[src/rtl/pipelined_shifter.sv]
// Pipelined log barrel shifter (SLL/SRL/SRA, op 11 = ROL or pass), valid/ready on both sides.
// Define SHIFTER_ROTATE_EN to build rotate-left for op 11; otherwise op 11 passes data through.
module pipelined_shifter #(
    parameter int DATA_WIDTH         = 8,
    parameter int SHIFT_AMOUNT_WIDTH = $clog2(DATA_WIDTH)
) (
    input  logic                          clk,
    input  logic                          rst,
    input  logic                          in_valid,
    output logic                          in_ready,
    input  logic [DATA_WIDTH-1:0]         in_data,
    input  logic [SHIFT_AMOUNT_WIDTH-1:0] in_amount,
    input  logic [1:0]                    in_op,
    output logic                          out_valid,
    input  logic                          out_ready,
    output logic [DATA_WIDTH-1:0]         out_data,
    output logic                          out_zero
);

    localparam int L   = SHIFT_AMOUNT_WIDTH;
    localparam int OPQ = (L > 1) ? L - 1 : 1;

    localparam logic [1:0] OP_SLL = 2'b00;
    localparam logic [1:0] OP_SRL = 2'b01;
    localparam logic [1:0] OP_SRA = 2'b10;

    logic [DATA_WIDTH-1:0] data_q    [L];
    logic [DATA_WIDTH-1:0] data_d    [L];
    logic [DATA_WIDTH-1:0] stage_src [L];
    logic [1:0]            stage_op  [L];
    logic [L-1:0]          stage_amt;
    logic [L-1:0]          valid_q;
    logic [1:0]            op_q      [OPQ];
    logic                  advance;

    assign advance   = out_ready | ~valid_q[L-1];
    assign in_ready  = advance;
    assign out_valid = valid_q[L-1];
    assign out_data  = data_q[L-1];
    assign out_zero  = valid_q[L-1] & (data_q[L-1] == '0);

    function automatic logic [DATA_WIDTH-1:0] shift_step(
        input logic [DATA_WIDTH-1:0] d,
        input logic [1:0]            op,
        input int                    sh
    );
        logic [DATA_WIDTH-1:0] r;
        r = d;
        unique case (op)
            OP_SLL:  r = d << sh;
            OP_SRL:  r = d >> sh;
            OP_SRA:  r = $signed(d) >>> sh;
            default: begin
`ifdef SHIFTER_ROTATE_EN
                r = (d << sh) | (d >> (DATA_WIDTH - sh));
`else
                r = d;
`endif
            end
        endcase
        return r;
    endfunction

    for (genvar k = 0; k < L; k++) begin : g_stage
        if (k == 0) begin : g_head
            assign stage_src[k] = in_data;
            assign stage_op[k]  = in_op;
            assign stage_amt[k] = in_amount[0];
        end else begin : g_tail
            // amount bit k only matters at stage k, so it rides a k-deep delay line
            logic [k-1:0] amt_dly_q;

            assign stage_src[k] = data_q[k-1];
            assign stage_op[k]  = op_q[k-1];
            assign stage_amt[k] = amt_dly_q[k-1];

            always_ff @(posedge clk or posedge rst) begin
                if (rst) begin
                    amt_dly_q <= '0;
                end else if (advance) begin
                    amt_dly_q[0] <= in_amount[k];
                    for (int i = 1; i < k; i++) begin
                        amt_dly_q[i] <= amt_dly_q[i-1];
                    end
                end
            end
        end

        assign data_d[k] = stage_amt[k]
                         ? shift_step(stage_src[k], stage_op[k], 2**k)
                         : stage_src[k];
    end

    always_ff @(posedge clk or posedge rst) begin
        if (rst) begin
            valid_q <= '0;
            for (int k = 0; k < L; k++) begin
                data_q[k] <= '0;
            end
            for (int k = 0; k < OPQ; k++) begin
                op_q[k] <= '0;
            end
        end else if (advance) begin
            valid_q[0] <= in_valid;
            for (int k = 1; k < L; k++) begin
                valid_q[k] <= valid_q[k-1];
            end
            for (int k = 0; k < L; k++) begin
                data_q[k] <= data_d[k];
            end
            if (L > 1) begin
                op_q[0] <= in_op;
                for (int k = 1; k < L - 1; k++) begin
                    op_q[k] <= op_q[k-1];
                end
            end
        end
    end

endmodule

[config.mk]
export PLATFORM = sky130hd
export DESIGN_NAME = pipelined_shifter
export DESIGN_NICKNAME = d
export VERILOG_FILES = /design/src/rtl/pipelined_shifter.sv
export SDC_FILE = /design/constraint.sdc
export NUM_CORES = 1
export LEC_CHECK = 0
export CAP_MARGIN = 20
export CORE_AREA = 2 2 72 74
export DETAILED_ROUTE_END_ITERATION = 10
export DIE_AREA = 0 0 74 76
export DONT_BUFFER_PORTS = 1
export PLACE_DENSITY_LB_ADDON = 0.05
export SLEW_MARGIN = 0
export SYNTH_ARGS = -nofsm -noshare
export SYNTH_HDL_FRONTEND = slang
export SYNTH_SLANG_ARGS = --single-unit
[constraint.sdc]
create_clock -name clk -period 1.7 [get_ports clk]
set_input_delay 0.34 -clock clk [delete_from_list [all_inputs] [get_ports clk]]
set_output_delay 0.34 -clock clk [all_outputs]
set_load 0.005 [all_outputs]
* After elaboration in Yosys (flattened, before gate mapping)
Cells that the tools add are included.
Word-level totals: input port bits 17, register bits after elaboration 34
Operators by class: reductions and logical operators 4, bitwise operators 3, multiplexer cells 6, equal/unequal tests 6
Operators by type and width (count):
- $pmux 8 s3 | 3
- $mux 8 | 3
- $logic_not 8->1 | 1
- $eq 2x1->1 const B | 3
- $eq 2x2->1 const B | 3
- $logic_not 2->1 | 3
- $and 1x1->1 | 1
- $not 1->1 | 1
- $or 1x1->1 | 1

* Logic depth before layout (Yosys ltp)
depth in word-level cells 3, gate-level depth with buffers 6, mapped depth without buffers 4

* Worst setup path after synthesis
Ideal clock, no wire load.
path type register -> register, start register op_q[2] (netlist bit), end register data_q[13] (netlist bit), path buffers 1, arrival time 1160 ps, cell stages (with the launch flop) 6, path slack 418 ps, clock period less this slack 1282 ps, data required time 1577 ps, setup time 123 ps, path through dfrtp_1 > buf_2 > xor2_1 > a22o_1 > a221oi_2 > nor2_1
Between the ends: cells in the longest elaborated chain, start to end 3, elaborated cells between the ends (all ways) 5, those cells by class eq/ne (2); mux (2); reduce/logical (1)
RTL lines:
- start: declaration | line 33 | logic [1:0] op_q [OPQ];
- start signal: indexed assignment | line 114 | op_q[k] <= op_q[k-1];
- $eq 2x2->1, or another cell as far along | line 49 | unique case (op)
- $pmux 8 s3 * | line 49
- $mux 8 * | line 90 | ? shift_step(stage_src[k], stage_op[k], 2**k)
- end signal: indexed assignment | line 109 | data_q[k] <= data_d[k];
- end: declaration | line 27 | logic [DATA_WIDTH-1:0] data_q [L];
Mark *: on every way between the ends. The rest lies on a longest branch, timed or not. A chain may end at the register's enable or synchronous reset.

* Worst setup path after layout
start register data_q, in the netlist out_data[5], end output port out_zero
Between the ends: cells in the longest elaborated chain, start to end 2
RTL lines:
- $logic_not 8->1 | line 40 | assign out_zero = valid_q[L-1] & (data_q[L-1] == '0);
- $and 1x1->1 | line 40
- end: declaration | line 17 | output logic out_zero
No other way between the ends.

==> results_dict.tcl <==
set metrics [dict create \
    ys_types 34 \
    core_region_area_mm2 0.004912 \
    critical_path_class "reg2out" \
    num_vias 1506 \
    setup_ws_ns 0.04597 \
    ys_warn_count 0 \
    yosysMostFrequentCell "nand2_1" \
    final_util_pct 40.73 \
    cp_slowest_cell "dfrtp_1" \
    crit_family "simple AND/OR/NAND/NOR gates" \
    synth_seq_cells 34 \
    dp.cells 275 \
    final_area_mm2 0.002001 \
    stdcell_count 281 \
    grt_max_degree 35 \
    yosysTopAreaCellShare_pct 44.88 \
    slew_headroom_pct 70.86 \
    rows 26 \
    hp-class "in2async" \
    path_cells "nor4_2 -> nand3b_1 -> nor4_4" \
    crit_arrival_ns 1.31 \
    leakage_nw 0.8497 \
    dp_hpwl_um 3090 \
    clk_path_buf_depth 2 \
    via_per_inst 5.359 \
    wl_um 4196 \
    syn_area_per_cell_um2 8.500 \
    holdWs_ns 0.04572 \
    clk_pin_slew_ns 0.07 \
    seq_area_frac_synth_pct 44.88 \
    antenna_found_initial 0 \
    start_util_pct 38.59 \
    ys_top_cells_by_count "nand2_1 (43), dfrtp_1 (34), nor2_1 (29)" \
    dr.pass1.iters 4 \
    worst_pin_slew_ns 0.4371 \
    critPathMaxFanout 3 \
    hold_buffers 0 \
    cts_max_level 2 \
    vdd_ir_drop_max_mv 0.3942 \
    tritoncts "built" \
    track_usage_pct 16.55 \
    placed_area_mm2 0.001892 \
    post-place-ws_ns 0.1952 \
    routedWlPerCell_um 14.93 \
    ant_nets 0 \
    hold_viol_final 0 \
    synth_flop_cell "dfrtp_1" \
    num_antenna_cells 0 \
    cts_sinks 34 \
    finalCritPeriodShare_pct 97.30 \
    grt-ovfl-total 0 \
    insertion_delay_ns 0.28 \
    cts_buffers 5 \
    grt_pass1_vias 1539 \
    fmax_mhz 604.6 \
    endpoint_kind "output port" \
    slowest_delay_ns 0.41 \
    cap_violations 0 \
    setup_viol 0 \
    p_total_mw 3.039 \
    drc 0 \
    grt_pass1_wl_um 7169 \
    place_congestion 0.8505 \
    synth_cells 223 \
    rsz0062_at_grt "yes" \
    status "finished clean" \
    maxSlewViolCount 0 \
    synth_fp_nets 240 \
    ios 28 \
    ys_async_sr_fraction_pct 100.0 \
    layout_min_cycle_time_ns 1.654 \
    synth_area_mm2 0.001896 \
    chipWidth_um 74 \
    skew_ns 0.003448 \
    synth_edf_count 0 \
    p_per_area_mw_per_mm2 1519 \
    worst-path-buf-inv 0 \
    yosysTopAreaCell "dfrtp_1" \
    die_h_um 76 \
    synth_area_leaders "dfrtp_1 (45%), nand2_1 (8.5%), nor2_1 (5.7%), a221oi_1 (4.6%), o21ai_0 (4.2%)" \
    nFillCells 501 \
    drt_iter0_markers 91 \
    port_buffers 0 \
    critPathLaunchType "register" \
    die-area_mm2 0.005624 \
    nets 229 \
    cp.required_ns 1.36 \
    cts_setup_buffers 0 \
    drive_gt1_share_pct 9.005 \
    clock-root-buffer "clkbuf_8" \
    syn_to_final_growth_pct 5.545 \
    setup_tns_ns 0 \
]
==> worst register-to-register path: stages (launching register included) <==
cell      delay (ns)
dfrtp_1         0.51
xor2_1          0.25
a22o_1          0.27
a221oi_2        0.23
nor2_1          0.07
==> state kept, by name, indices dropped and copies added, names as in the netlist <==
signal	cells
out_data	8
valid_q	3
op_q	4
data_q	16
g_stage.g_tail.amt_dly_q	3
==> worst paths after layout <==
kind                              start                              to  slack (ns)  depth (start not counted)
max                         out_data[5]                        out_zero        0.05                          3
min                                 rst                     out_data[3]        0.05                          2
max reg2reg                     op_q[2]                      data_q[13]        0.26                          4
min reg2reg                  valid_q[1]                      valid_q[1]        0.46                          2
max in group asynchronous           rst                      data_q[14]        1.34                          2
min in group clk           in_amount[2]  g_stage[2].g_tail.amt_dly_q[0]        0.17                          2
==> layer usage <==
layer  global-route usage (%)  vias up  part of all wire [%]
li1                         -      746                     -
met1                    19.43      714                    42
met2                    27.05       36                    51
met3                    5.026       10                   4.3
met4                    7.818        0                   2.3
met5                        0        -                     0
==> cells in the final DEF (no fill, tap or decap), types with 4 or more instances in the layout <==
master / n
nand2_1: 43
mux2i_1: 7
nand3b_1: 7
a31oi_1: 8
o21ai_0: 16
a21oi_1: 6
nor3b_1: 4
nor2_1: 29
clkbuf_8: 6
inv_1: 4
dfrtp_1: 34
o211ai_1: 4
buf_4: 7
a221oi_1: 10
==> layout make-up <==
type | instances | area (um^2) | area share, %
Multi-Input combinational cell | 158 | 904.6 | 45.22
Sequential cell | 34 | 850.8 | 42.53
Tap cell | 70 | 87.58 | 4.378
Clock buffer | 6 | 82.58 | 4.128
Timing Repair Buffer | 7 | 52.55 | 2.627
Inverter | 6 | 22.52 | 1.126
==> cell families after synthesis <==
group	count (synthesis)	synth area share [%]
multiplexers	7	3.697
XOR/XNOR	2	0.9243
buffers and inverters	31	8.910
AO/OA/AOI/OAI	53	18.48
flip-flops	34	44.88
AND/OR/NAND/NOR	96	23.10
==> repair_timing <==
item / 4_1_cts / 5_1_grt
resized for setup: 3 / 1
endpoints found under the setup margin: 2 / 1
pin swaps: 0 / 1
==> power breakdown <==
group / switching (mW) / total, mW / internal (mW)
Combinational: 0.498 / 0.927 / 0.429
Sequential: 0.398 / 1.53 / 1.13
Clock: 0.274 / 0.586 / 0.312
Note: power is estimated with default switching activity, not from simulation.
==> RTL edit 1 (same settings) <==
Build with the macro `SHIFTER_ROTATE_EN` defined.
--- a/src/rtl/pipelined_shifter.sv
+++ b/src/rtl/pipelined_shifter.sv
@@ -1,5 +1,7 @@
 // Pipelined log barrel shifter (SLL/SRL/SRA, op 11 = ROL or pass), valid/ready on both sides.
 // Define SHIFTER_ROTATE_EN to build rotate-left for op 11; otherwise op 11 passes data through.
+`define SHIFTER_ROTATE_EN
+
 module pipelined_shifter #(
     parameter int DATA_WIDTH         = 8,
     parameter int SHIFT_AMOUNT_WIDTH = $clog2(DATA_WIDTH)
Function: changed (Yosys sat finds a counterexample within 4 cycles, from zero or initial values and one cycle with rst high).
==> RTL edit 1 against the unedited design <==
- the run now ends with setup timing left
- power increased by 1.9%
- routed wire length increased by 0.62%
- area after synthesis increased by 3.2%
- design area increased by 3.6%
- worst hold slack improved by 120 ps
- worst setup slack got worse by 84 ps
- cell count decreased by 3.2%
- core utilization increased by 1.5 points
- sequential cell count unchanged
- sequential share of layout area decreased by 1.5 points
- global-route usage about the same
- largest cell class unchanged
==> RTL edit 1: results (changes against the unedited design) <==
- Placed Instances: 264 (-4.0%)
- Mean Syn Cell Area: 9.41 um^2 (+11%)
- Final worst-path setup slack: -38.1 ps (-84.0 ps)
- First-pass GRT wire length: 7.23 mm (+0.86%)
- WL per Instance: 15.5 um (+3.9%)
- Non-Filler Instances: 272 (-3.2%)
- Hpwl dp: 3.09 mm (+0.12%)
- Pint: 1910 uW (+2.3%)
- Failing checks: setup timing
- Top cells by count, synth: nand2_1, dfrtp_1, o21ai_0
- Peak supply drop: 0.389 mV (-1.3%)
- Static Leakage: 0.000885 uW (+4.1%)
- Synth top area cells: dfrtp_1, nand2_1, o21ai_0
- Status: finished with violations
- Seq/Total Area, Yosys: 43.5% (-1.4 points)
- CTS H-tree depth: 2 (unchanged)
- Net Count, Synth: 225 (-6.3%)
- Relative slew slack: 63.5% (-7.3 points)
- Crit Path Max Fanout: 3 (unchanged)
- Avg Vias per Cell: 5.31 (-0.88%)
- Worst EP arrival: 1400 ps (+90 ps)
- Layout cells sized above 1: 13.4% (+4.4 points)
- Final #Nets: 219 (-4.4%)
- Global Route Usage Sum: 16.6% (+0.018 points)
- Placed inst area: 1970 um^2 (+4.0%)
- Largest register FFs: 16 (unchanged)
- Fillers: 497 (-0.80%)
- Library cells used by synthesis: 35 (+2.9%)
- Number of global-route vias before repair: 1,527 (-0.78%)
- Worst Skew: 3.96 ps (+0.515 ps)
- Largest net degree at the start of global routing: 29 (-17%)
- Clock-pin transition on the worst setup and hold timing paths: 60 ps
- Initial DRC count: 64 (-30%)
- Routability congestion estimate: 0.855 (+0.54%)
- Num CTS Buffers: 5 (unchanged)
- Min-Delay Path Class: in -> reg
- Setup TNS: -38.1 ps (-38.1 ps)
- Final Setup Violations: 1 (+1)
## RTL edit 1: cell count changes after synthesis, moves of 4 or more
cell      before  now
nand3b_1       7    1
a21oi_1        6    1
mux2_2         0    8
and3b_1        0    4
nand3_1        0    7
nand2_1       43   49
o21ai_0       16   24
nor2_1        29    3
clkbuf_1       6    1
a221oi_1      10    6
## RTL edit 1: metal layers
metal	up-vias	GRT usage (%)	share of wire [%]
li1	717	-	-
met1	673	20.2	43
met2	45	26.9	50
met3	10	4.10	4.9
met4	0	8.00	2.3
met5	-	0	0
## RTL edit 1: what timing repair did
item,4_1_cts,5_1_grt
endpoints found under the hold margin,8,0
resized for setup,3,0
pin swaps,2,0
hold buffers,1,0
endpoints found under the setup margin,1,1
## RTL edit 1: worst paths after layout
kind | startpoint | end | slack (ps) | cells past startpoint
worst max-delay path | out_data[5] | out_zero | -40 | 2
worst min-delay path | in_valid | valid_q[0] | 170 | 2
worst max register to register | op_q[2] | data_q[9] | 240 | 3
worst min register to register | valid_q[1] | valid_q[1] | 460 | 2
max in group asynchronous | rst | op_q[1] | 760 | 3
min in group asynchronous | rst | out_data[5] | 480 | 2
## RTL edit 1: power groups by stage
stage,logic [uW],clock network [uW],registers [uW]
after floorplan,1050,0,1330
after global placement,1010,0,1490
after detailed placement,1020,0,1510
after CTS,1050,583,1500
after global routing,1190,624,1550
final,1040,553,1510
## RTL edit 1: critical path: stages (launching register included)
cell     delay [ps]
dfrtp_1         410
or4_4           560
nor4_4          150
## RTL edit 1: area by class of cell
cell class / instances / area share [%]
inverter: 5 / 0.905
multi-input combinational: 149 / 46.9
tap: 70 / 4.22
clock buffer: 7 / 3.68
timing repair buffer: 7 / 3.26
sequential: 34 / 41.0
## RTL edit 1: cell families (layout without fill, tap and decap cells)
logic type / after synthesis / after routing / synth area share [%]
simple gates: 75 / 75 / 17.8
compound gates: 53 / 53 / 17.5
flops: 34 / 34 / 43.5
buf+inv: 25 / 19 / 7.93
mux: 19 / 19 / 10.5
xor+xnor: 2 / 2 / 2.81
## RTL edit 1: stage by stage
| stage | setup WS (ps) | power [uW] | utilization (%) |
|---|---|---|---|
| after CTS | -67.8 | 3140 | 42.2 |
| after global placement | 111 | 2500 | 40.1 |
| final | -38.1 | 3100 | 42.2 |
| after detailed placement | 82.5 | 2530 | 40.1 |
| after floorplan | 211 | 2380 | - |
| after global routing | -90.3 | 3360 | 42.2 |
==> RTL edit 2 (same flow settings) <==
Without the edit above. Reset style: synchronous (`rst`), changed in 2 clocked blocks.
--- a/src/rtl/pipelined_shifter.sv
+++ b/src/rtl/pipelined_shifter.sv
@@ -74,7 +74,7 @@
             assign stage_op[k]  = op_q[k-1];
             assign stage_amt[k] = amt_dly_q[k-1];
 
-            always_ff @(posedge clk or posedge rst) begin
+            always_ff @(posedge clk) begin
                 if (rst) begin
                     amt_dly_q <= '0;
                 end else if (advance) begin
@@ -91,7 +91,7 @@
                          : stage_src[k];
     end
 
-    always_ff @(posedge clk or posedge rst) begin
+    always_ff @(posedge clk) begin
         if (rst) begin
             valid_q <= '0;
             for (int k = 0; k < L; k++) begin
Formal check against the unedited RTL: differs if rst is asserted again (counterexample within 4 cycles, from zero or initial values and one cycle with rst high); with rst held inactive, the same outputs for 10 cycles.
==> RTL edit 2 against the unedited design <==
- area after synthesis decreased by 3.2%
- worst setup slack worse by 60 ps
- the flow now finishes with violations (setup timing)
- critical path depth decreased by 1
- critical path type unchanged
- routed wire length fell by 13%
- clock skew increased by 2.3 ps
- sequential share of layout area increased by 6.0 points
- design area decreased by 1.1%
- cell count down 14%
- sequential cell count did not move
- register-to-register slack lost 90 ps
- count of clock-buffer cells in the layout up 2
- global-route usage down 2.6 points
- highest routed layer unchanged
Power is not compared: it rests on default switching activity, and its combinational part moved more than twofold at a synthesized area within 25%.
==> RTL edit 2: results (changes against the unedited design) <==
- Static Leakage: 0.000707 uW
- Worst slew pin tran: 400 ps (-36.8 ps)
- Seq/Total Area, Yosys: 52.4% (+7.5 points)
- Library cells used by synthesis: 36 (+5.9%)
- Worst Skew: 5.74 ps (+2.29 ps)
- Worst-case clock buffer depth: 2 (unchanged)
- Layout cells sized above 1: 14.5% (+5.5 points)
- Initial DRC count: 53 (-42%)
- Mean Syn Cell Area: 10.4 um^2 (+23%)
- EDFF count, synth: 28 (+28)
- Failing checks: setup timing
- Routability congestion estimate: 0.916 (+7.7%)
- Status: finished with violations
- Synth top area cells: edfxtp_1, dfxtp_1, nor2_1
- Number of global-route vias before repair: 1,376 (-11%)
- Drt pass-1 iters: 6 (+2)
- First-pass GRT wire length: 5.99 mm (-16%)
- Routed wire length: 3.65 mm (-13%)
- Placed Instances: 234 (-15%)
- Global Route Usage Sum: 14.0% (-2.6 points)
- Crit-path slowest cell: or4_4
- Crit Path Max Fanout: 2 (-1)
- Top cells by count, synth: edfxtp_1, nor2_1, nand2_1
- Ys Warns: 0 (unchanged)
- Post-Place Setup Slack: 132 ps (-63.6 ps)
- Avg Vias per Cell: 5.45 (+1.6%)
- Non-Filler Instances: 242 (-14%)
- Min-Delay Path Class: in -> reg
- Worst path max stage delay: 560 ps (+150 ps)
- Hpwl dp: 2.64 mm (-14%)
- Largest net degree at the start of global routing: 29 (-17%)
- Post-synth ARST share: 0% (-100 points)
- Net Count, Synth: 193 (-20%)
- Regs by FF count: data_q (24), op_q (4)
- Crit-path leading delay family: simple AND/OR/NAND/NOR gates
- Final Setup Violations: 1 (+1)
- Worst EP arrival: 1370 ps (+60 ps)
- Final worst-path setup slack: -14.5 ps (-60.4 ps)
- Clk Latency, worst-skew pair: 280 ps (about the same)
[RTL edit 2: final timing paths]
path	endpoint	start	slack, ps	depth (start not counted)
worst min register to register	valid_q[0]	valid_q[0]	450	2
worst max-delay path	out_zero	data_q[0][19]	-10	2
worst min-delay path	g_stage[2].g_tail.amt_dly_q[0]	rst	120	1
worst max register to register	data_q[0][11]	op_q[0][0]	170	3
[RTL edit 2: final cells by class]
| type | instances | area, um^2 |
|---|---|---|
| fillers | 478 | 2930 |
| inverters | 3 | 13.8 |
| well taps | 70 | 87.6 |
| flip-flops and latches | 34 | 961 |
| clock buffers | 8 | 90.1 |
| repair buffers | 6 | 57.6 |
| multi-input cells | 121 | 769 |
[RTL edit 2: power groups by stage]
stage	Clock, uW	Sequential (uW)	Combinational (uW)
after floorplan	0	1010	178
after global placement	0	1030	175
after detailed placement	0	1040	181
after CTS	631	1020	191
after global routing	652	1030	213
final	598	1020	189
[RTL edit 2: cells by family after synthesis]
group | count (synthesis) | synth area share [%]
muxes | 5 | 2.93
xor gates and xnor gates | 2 | 0.955
buffers and inverters | 21 | 6.82
and+or+nand+nor | 67 | 18.0
AOI/OAI and AO/OA | 47 | 18.9
DFF | 34 | 52.4
[RTL edit 2: what timing repair did]
| action | 4_1_cts | 5_1_grt |
|---|---|---|
| buffers inserted | 0 | 0 |
| endpoints found under the setup margin | 1 | 1 |
| resized for setup | 3 | 0 |
| pin swaps | 1 | 0 |
| cloned | 0 | 0 |
| hold buffers | 0 | 0 |
[RTL edit 2: per-layer routing]
layer / share of wire (%) / track usage [%] / vias up
met5: 0 / 0 / -
met4: 2.6 / 8.18 / 0
met3: 5.9 / 5.16 / 11
met2: 55 / 25.4 / 45
met1: 37 / 12.7 / 626
li1: - / - / 636
[RTL edit 2: stage by stage]
| step | total power, uW | util [%] | hold slack (ps) | cell area [um^2] | setup TNS, ps |
|---|---|---|---|---|---|
| 3_5_place_dp | 1220 | 38.1 | 413 | 1870 | 0 |
| 6_report | 1810 | 40.3 | 123 | 1980 | -14.5 |
| 5_1_grt | 1890 | 40.3 | 106 | 1980 | -71.8 |
| 3_3_place_gp | 1210 | 38.1 | 410 | 1870 | 0 |
| 2_1_floorplan | 1190 | - | 432 | 1840 | 0 |
| 4_1_cts | 1840 | 40.3 | 107 | 1980 | -39.8 |
